**config.mk**
```make
export PLATFORM = sky130hd
export DESIGN_NAME = alb_sequencer_flat
export DESIGN_NICKNAME = d
export VERILOG_FILES = /design/src/rtl/alb_sequencer_if.sv /design/src/rtl/alb_sequencer.sv /design/src/flat_wrapper.sv
export SDC_FILE = /design/constraint.sdc
export NUM_CORES = 1
export LEC_CHECK = 0
export ABC_CLOCK_PERIOD_IN_PS = 8900
export CAP_MARGIN = 20
export CORE_ASPECT_RATIO = 1.25
export CORE_MARGIN = 2
export CORE_UTILIZATION = 53
export CTS_CLUSTER_SIZE = 16
export DETAILED_ROUTE_END_ITERATION = 6
export PLACE_DENSITY = 0.85
export SETUP_SLACK_MARGIN = 0.15
export SKIP_CTS_REPAIR_TIMING = 1
export SLEW_MARGIN = 10
export SYNTH_ARGS = -nofsm -noshare
export SYNTH_HDL_FRONTEND = slang
export SYNTH_SLANG_ARGS = --single-unit
```
**constraint.sdc**
```tcl
create_clock -name clk -period 8.9 [get_ports clk]
set_input_delay 2.225 -clock clk [delete_from_list [all_inputs] [get_ports clk]]
set_output_delay 2.225 -clock clk [all_outputs]
set_load 0.005 [all_outputs]
```
**src/rtl/alb_sequencer_if.sv**
```systemverilog
// Command/response bundle between the control path and alb_sequencer.
//
// Handshake rule, applying to both the cmd and rsp channels: a transfer
// happens on a rising clk edge where valid and ready are both 1. The
// producer holds its payload stable while valid=1 and ready=0. The
// consumer may raise ready without waiting for valid.
//
// Signals:
//   cmd_valid/cmd_ready  command handshake
//   cmd_op               ALB function code (2 bits)
//   cmd_len              operand length minus one
//   cmd_ci               carry-in for byte 0
//   cmd_chain            1: carry ripples byte to byte; 0: every byte uses cmd_ci
//   cmd_a/cmd_b          operands, byte k at bits [8k+7:8k]
//   rsp_valid/rsp_ready  response handshake
//   rsp_f                assembled result
//   rsp_co/no/vo         flags of the last byte; rsp_zo is the whole-width zero flag
interface alb_sequencer_if #(
  parameter int MAX_BYTES = 4
);
  localparam int LW = $clog2(MAX_BYTES);

  logic                   cmd_valid;
  logic                   cmd_ready;
  logic [1:0]             cmd_op;
  logic [LW-1:0]          cmd_len;
  logic                   cmd_ci;
  logic                   cmd_chain;
  logic [8*MAX_BYTES-1:0] cmd_a;
  logic [8*MAX_BYTES-1:0] cmd_b;
  logic                   rsp_valid;
  logic                   rsp_ready;
  logic [8*MAX_BYTES-1:0] rsp_f;
  logic                   rsp_co;
  logic                   rsp_zo;
  logic                   rsp_no;
  logic                   rsp_vo;

  modport master (
    output cmd_valid, cmd_op, cmd_len, cmd_ci, cmd_chain, cmd_a, cmd_b, rsp_ready,
    input  cmd_ready, rsp_valid, rsp_f, rsp_co, rsp_zo, rsp_no, rsp_vo
  );

  modport slave (
    input  cmd_valid, cmd_op, cmd_len, cmd_ci, cmd_chain, cmd_a, cmd_b, rsp_ready,
    output cmd_ready, rsp_valid, rsp_f, rsp_co, rsp_zo, rsp_no, rsp_vo
  );
endinterface

```
**src/rtl/alb_sequencer.sv**
```systemverilog
// Multi-byte operation sequencer for the 8-bit combinational ALB.
// Takes one command over bus (slave side), drives the ALB one byte per
// cycle least-significant byte first, optionally ripples CO into the next
// CI, and returns the assembled result plus aggregate flags over bus.
//
// Ports:
//   clk, resetb      clock; asynchronous active-high reset
//   bus              alb_sequencer_if.slave command/response channels
//   R, S, CI, ALB_MI registered drive to the ALB
//   F, CO, ZO, NO, VO ALB outputs, sampled at the end of the drive cycle
//   busy             high while a command is in RUN or DONE
//   fsm_state        current FSM state (0 IDLE, 1 RUN, 2 DONE)
module alb_sequencer #(
  parameter int MAX_BYTES = 4
) (
  input  logic       clk,
  input  logic       resetb,
  alb_sequencer_if.slave bus,
  output logic [7:0] R,
  output logic [7:0] S,
  output logic       CI,
  output logic [1:0] ALB_MI,
  input  logic [7:0] F,
  input  logic       CO,
  input  logic       ZO,
  input  logic       NO,
  input  logic       VO,
  output logic       busy,
  output logic [1:0] fsm_state
);
  localparam int LW = $clog2(MAX_BYTES);
  localparam int W  = 8 * MAX_BYTES;

  typedef enum logic [1:0] {
    IDLE = 2'd0,
    RUN  = 2'd1,
    DONE = 2'd2
  } state_t;

  state_t state_q, state_d;

  logic [1:0]    op_q;
  logic [LW-1:0] len_q;
  logic [LW-1:0] idx_q;
  logic [LW-1:0] nidx;
  logic          ci_q;
  logic          chain_q;
  logic [W-1:0]  a_q;
  logic [W-1:0]  b_q;
  logic [W-1:0]  f_q;
  logic          zacc_q;
  logic          rsp_co_q, rsp_zo_q, rsp_no_q, rsp_vo_q;
  logic [7:0]    r_q, s_q;
  logic          ci_drv_q;
  logic [1:0]    mi_q;

  logic cmd_ready, rsp_valid;
  logic accept, last;

  assign accept = (state_q == IDLE) && bus.cmd_valid && !resetb;
  assign last   = (state_q == RUN) && (idx_q == len_q);
  assign nidx   = idx_q + LW'(1);

  always_ff @(posedge clk or posedge resetb) begin
    if (resetb) state_q <= IDLE;
    else        state_q <= state_d;
  end

  always_comb begin
    state_d   = state_q;
    cmd_ready = 1'b0;
    rsp_valid = 1'b0;
    busy      = 1'b0;
    case (state_q)
      IDLE: begin
        // Gated by reset so the channel reads not-ready while reset is held.
        cmd_ready = !resetb;
        if (bus.cmd_valid) state_d = RUN;
      end
      RUN: begin
        busy = 1'b1;
        if (last) state_d = DONE;
      end
      DONE: begin
        busy      = 1'b1;
        rsp_valid = 1'b1;
        if (bus.rsp_ready) state_d = IDLE;
      end
      default: state_d = IDLE;
    endcase
  end

  // The ALB drive is registered one cycle ahead: on acceptance it is loaded
  // with byte 0, during RUN with the next byte, and cleared after the last
  // byte, so R/S/CI/ALB_MI leave flops and are zero outside RUN.
  always_ff @(posedge clk or posedge resetb) begin
    if (resetb) begin
      op_q     <= '0;
      len_q    <= '0;
      idx_q    <= '0;
      ci_q     <= 1'b0;
      chain_q  <= 1'b0;
      a_q      <= '0;
      b_q      <= '0;
      f_q      <= '0;
      zacc_q   <= 1'b0;
      rsp_co_q <= 1'b0;
      rsp_zo_q <= 1'b0;
      rsp_no_q <= 1'b0;
      rsp_vo_q <= 1'b0;
      r_q      <= '0;
      s_q      <= '0;
      ci_drv_q <= 1'b0;
      mi_q     <= '0;
    end else if (accept) begin
      op_q     <= bus.cmd_op;
      len_q    <= bus.cmd_len;
      ci_q     <= bus.cmd_ci;
      chain_q  <= bus.cmd_chain;
      a_q      <= bus.cmd_a;
      b_q      <= bus.cmd_b;
      idx_q    <= '0;
      zacc_q   <= 1'b1;
      f_q      <= '0;
      r_q      <= bus.cmd_a[7:0];
      s_q      <= bus.cmd_b[7:0];
      ci_drv_q <= bus.cmd_ci;
      mi_q     <= bus.cmd_op;
    end else if (state_q == RUN) begin
      f_q[8*idx_q +: 8] <= F;
      zacc_q            <= zacc_q & ZO;
      if (last) begin
        rsp_co_q <= CO;
        rsp_no_q <= NO;
        rsp_vo_q <= VO;
        rsp_zo_q <= zacc_q & ZO;
        r_q      <= '0;
        s_q      <= '0;
        ci_drv_q <= 1'b0;
        mi_q     <= '0;
      end else begin
        idx_q    <= nidx;
        r_q      <= a_q[8*nidx +: 8];
        s_q      <= b_q[8*nidx +: 8];
        // This cycle's CO is the carry into the next byte when chaining.
        ci_drv_q <= chain_q ? CO : ci_q;
        mi_q     <= op_q;
      end
    end
  end

  assign R      = r_q;
  assign S      = s_q;
  assign CI     = ci_drv_q;
  assign ALB_MI = mi_q;

  assign bus.cmd_ready = cmd_ready;
  assign bus.rsp_valid = rsp_valid;
  assign bus.rsp_f     = f_q;
  assign bus.rsp_co    = rsp_co_q;
  assign bus.rsp_zo    = rsp_zo_q;
  assign bus.rsp_no    = rsp_no_q;
  assign bus.rsp_vo    = rsp_vo_q;
  assign fsm_state     = state_q;
endmodule

```
**src/flat_wrapper.sv**
```systemverilog
// flat-port wrapper written by rule: the top's interface ports become plain ports
module alb_sequencer_flat 
#(
  parameter int MAX_BYTES = 4
)
  (clk, resetb, R, S, CI, ALB_MI, F, CO, ZO, NO, VO, busy, fsm_state, bus_cmd_valid, bus_cmd_op, bus_cmd_len, bus_cmd_ci, bus_cmd_chain, bus_cmd_a, bus_cmd_b, bus_rsp_ready, bus_cmd_ready, bus_rsp_valid, bus_rsp_f, bus_rsp_co, bus_rsp_zo, bus_rsp_no, bus_rsp_vo);
  alb_sequencer_if #(.MAX_BYTES(MAX_BYTES)) bus_i ();
  input  logic clk;
  input  logic resetb;
  output logic [7:0] R;
  output logic [7:0] S;
  output logic CI;
  output logic [1:0] ALB_MI;
  input  logic [7:0] F;
  input  logic CO;
  input  logic ZO;
  input  logic NO;
  input  logic VO;
  output logic busy;
  output logic [1:0] fsm_state;
  input wire logic [$bits(bus_i.cmd_valid)-1:0] bus_cmd_valid;
  input wire logic [$bits(bus_i.cmd_op)-1:0] bus_cmd_op;
  input wire logic [$bits(bus_i.cmd_len)-1:0] bus_cmd_len;
  input wire logic [$bits(bus_i.cmd_ci)-1:0] bus_cmd_ci;
  input wire logic [$bits(bus_i.cmd_chain)-1:0] bus_cmd_chain;
  input wire logic [$bits(bus_i.cmd_a)-1:0] bus_cmd_a;
  input wire logic [$bits(bus_i.cmd_b)-1:0] bus_cmd_b;
  input wire logic [$bits(bus_i.rsp_ready)-1:0] bus_rsp_ready;
  output wire logic [$bits(bus_i.cmd_ready)-1:0] bus_cmd_ready;
  output wire logic [$bits(bus_i.rsp_valid)-1:0] bus_rsp_valid;
  output wire logic [$bits(bus_i.rsp_f)-1:0] bus_rsp_f;
  output wire logic [$bits(bus_i.rsp_co)-1:0] bus_rsp_co;
  output wire logic [$bits(bus_i.rsp_zo)-1:0] bus_rsp_zo;
  output wire logic [$bits(bus_i.rsp_no)-1:0] bus_rsp_no;
  output wire logic [$bits(bus_i.rsp_vo)-1:0] bus_rsp_vo;
  assign bus_i.cmd_valid = bus_cmd_valid;
  assign bus_i.cmd_op = bus_cmd_op;
  assign bus_i.cmd_len = bus_cmd_len;
  assign bus_i.cmd_ci = bus_cmd_ci;
  assign bus_i.cmd_chain = bus_cmd_chain;
  assign bus_i.cmd_a = bus_cmd_a;
  assign bus_i.cmd_b = bus_cmd_b;
  assign bus_i.rsp_ready = bus_rsp_ready;
  assign bus_cmd_ready = bus_i.cmd_ready;
  assign bus_rsp_valid = bus_i.rsp_valid;
  assign bus_rsp_f = bus_i.rsp_f;
  assign bus_rsp_co = bus_i.rsp_co;
  assign bus_rsp_zo = bus_i.rsp_zo;
  assign bus_rsp_no = bus_i.rsp_no;
  assign bus_rsp_vo = bus_i.rsp_vo;
  alb_sequencer #(.MAX_BYTES(MAX_BYTES)) u_core (.clk(clk), .resetb(resetb), .bus(bus_i), .R(R), .S(S), .CI(CI), .ALB_MI(ALB_MI), .F(F), .CO(CO), .ZO(ZO), .NO(NO), .VO(VO), .busy(busy), .fsm_state(fsm_state));
endmodule
```
==> impl_metrics.yaml <==
setup_path:
  critPathCaptureType: "primary output"
  path_cells: "clkdlybuf4s50_1 > nor2b_1 > clkdlybuf4s50_1"
  slowest_delay_ns: 0.50
  path_depth: 3
  critPathTopFamily: "buffers and inverters"
  path_buf_inv: 2
  cpMostUsedCell: "clkdlybuf4s50_1"
  worstPathRequired_ns: 6.68
  rr_worst_depth: 6
  cp-start-kind: "primary input"
  arrival_ns: 3.36
  cp_max_fo: 4
  path_class: "primary input to primary output"
  crit_path_top_delay_cell: "clkdlybuf4s50_1"
yosys:
  async_flop_share: 1.00
  synth.avg_cell_area_sq_um: 10.2
  syn_area_sq_um: 5910
  post-synth-top-count-cell: "nand2_1"
  synth_edf_count: 0
  synth.distinct_cells: 38
  synth_area_leaders: "dfrtp_1 55%, nand2_1 15%, mux4_2 6.1%, o211ai_1 2.7%, o2111ai_1 2.2%"
  yosys_warnings: 0
  synth_nets: 674
  synth_seq_area_share: 0.551
  ys_ff_latch: 130
  syn-instance-count: 578
  yosys.area.top_type: "dfrtp_1"
  synthDominantCellAreaShare: 0.551
  ys_top_cells_by_count: "235 x nand2_1, 130 x dfrtp_1, 22 x nor2_1"
  synth_top_flop_cell: "dfrtp_1"
sta:
  finalSetupTns_ns: 0
  fmax_mhz: 179
  fin_crit_sh: 0.627
  hold_viol_final: 0
  worst_pin_slew_ns: 1.10
  finClkSkew_ns: 0.0157
  setup_ws_ns: 3.32
  slew_viol_final: 0
  setup_viol: 0
  fin_crit_ns: 5.58
  relSlewSlack: 0.269
  rsz0062_at_grt: "false"
outcome:
  outcome: "finished, final reports clean"
cells_and_area:
  fin_nets: 807
  utilization: 0.723
  drive_gt1_frac: 0.104
  final_cells: 856
  area_growth_pct: 34.3
  diodes: 0
  filler_cell_count: 794
power_and_ir_drop:
  power.total_mw: 2.68
  irDropWorstVdd_mv: 0.176
  leakage_nw: 3.73
  cellPowerDensity_nw_per_um2: 338
cts:
  cts_max_path_buffers: 2
  clkLatencyLatePin_ns: 0.41
  clk_pin_slew_ns: 0.05
  cts_root_buf: "clkbuf_16"
  cts_made_buffers: 17
  htreeDepth: 4
  tritoncts: "yes"
  numClockSinks: 130
global_routing:
  grt_use_met3: 0.0545
  grt_pass1_wl_microns: 24400
  grt_pass1_vias: 4920
  antenna_found_initial: 0
  overflow: 0
  busiest_layer: "met2"
  grt_max_degree: 109
  grt_util_met2: 0.430
  use_met1: 0.344
  grt_usage: 0.259
route:
  vias: 4915
  drt_first_pass_iters: 5
  vias_per_cell: 5.74
  ant_nets: 0
  wl_per_cell_microns: 17.6
  wl_microns: 15000
  drc: 0
  dr.first_iter.drc_count: 353
place:
  dp_slack_ns: 3.31
  dp_hpwl_microns: 9720
  io_buffers: 145
  placedCellCount: 827
  globalplace.congestion: 0.831
min_path:
  min_path_cells: 2
  min_path_type: "flop to flop"
floorplan:
  rows: 43
  io_pins: 146
  core_sq_um: 11000
  die_area_sq_um: 12000
  start_util: 0.538
  die_w_microns: 98.4
  chipHeight_microns: 122
run:
  maxCapViolations: 0
==> placed cells by master (no fill, tap or decap), types with 2 or more instances in the layout <==
master           count
buf_4                9
nor2b_1              3
a21oi_1             11
mux2_4               3
clkbuf_1             3
clkinv_2             4
o2111ai_1           15
o211ai_1            21
a32o_1               4
clkbuf_16           17
xor2_2               2
clkbuf_8             3
nor3_4               2
nand2_1            235
nor2_1              22
a31o_2              12
ha_1                10
dfrtp_1            130
and3_1              12
clkdlybuf4s50_1    145
mux2i_1              2
mux4_2              16
inv_1                6
o21ai_0              2
a32oi_1              8
a22oi_1              8
==> layout make-up <==
class	count	area, sq um	share of cell area
Sequential cell	130	3250	0.410
Multi-Input combinational cell	400	2420	0.306
Timing Repair Buffer	154	1520	0.191
Clock buffer	23	478	0.0603
Tap cell	135	169	0.0213
Clock inverter	6	57.6	0.00726
Inverter	8	32.5	0.00410
==> report_power, final <==
group	total [mW]	internal [mW]	leakage (nW)	switching [mW]
Combinational	1.07	0.523	1.80	0.552
Sequential	0.970	0.830	1.67	0.141
Clock	0.634	0.399	0.265	0.235
==> worst reg2reg max path, cell delays in order, from the launching register on <==
cell,delay [ns]
dfrtp_1,0.43
inv_1,0.11
ha_1,0.29
nand3b_4,0.16
buf_4,0.74
nand2_1,0.41
a31o_2,0.34
==> registers in the layout, indices dropped and copies added (netlist names) <==
signal,flops
u_core.S,8
u_core.bus.rsp_co,1
u_core.fsm_state,2
u_core.R,8
u_core.bus.rsp_vo,1
u_core.CI,1
u_core.len_q,2
u_core.bus.rsp_f,32
u_core.op_q,2
u_core.zacc_q,1
u_core.b_q,32
u_core.ci_q,1
u_core.chain_q,1
u_core.ALB_MI,2
u_core.a_q,32
u_core.idx_q,2
u_core.bus.rsp_zo,1
u_core.bus.rsp_no,1
==> path summary, 6_finish.rpt <==
path	slack (ns)	endpoint	start
max in group asynchronous	5.17	u_core.idx_q[0]	resetb
hold / removal	0.47	u_core.b_q[7]	u_core.b_q[7]
hold reg to reg	0.47	u_core.b_q[7]	u_core.b_q[7]
min in group asynchronous	2.47	u_core.bus.rsp_f[19]	resetb
setup / recovery	3.32	bus_cmd_ready	resetb
setup reg to reg	6.31	u_core.bus.rsp_f[16]	u_core.fsm_state[0]
==> per-layer routing <==
metal,wire [microns],part of all wire
met2,7580,0.50
met4,277,0.018
met3,876,0.058
met5,0,0
met1,6290,0.42
==> cells by family (layout without fill, tap and decap cells) <==
family,Yosys count,after routing,share of synthesized area
mux,22,22,0.0739
simple gates,282,282,0.197
fa+ha+maj,10,10,0.0212
xor+xnor,2,2,0.00551
buf+inv,48,191,0.0411
compound gates,84,84,0.111
flops,130,130,0.551
==> through the flow <==
stage                     hold slack (ns)  area (sq um)
final                               0.470          7930
after global routing                0.478          7930
after CTS                           0.471          7930
after detailed placement            0.458          7400
after global placement              0.453          7400
after floorplan                     0.440          5910
Note: power is estimated with default switching activity, not from simulation.
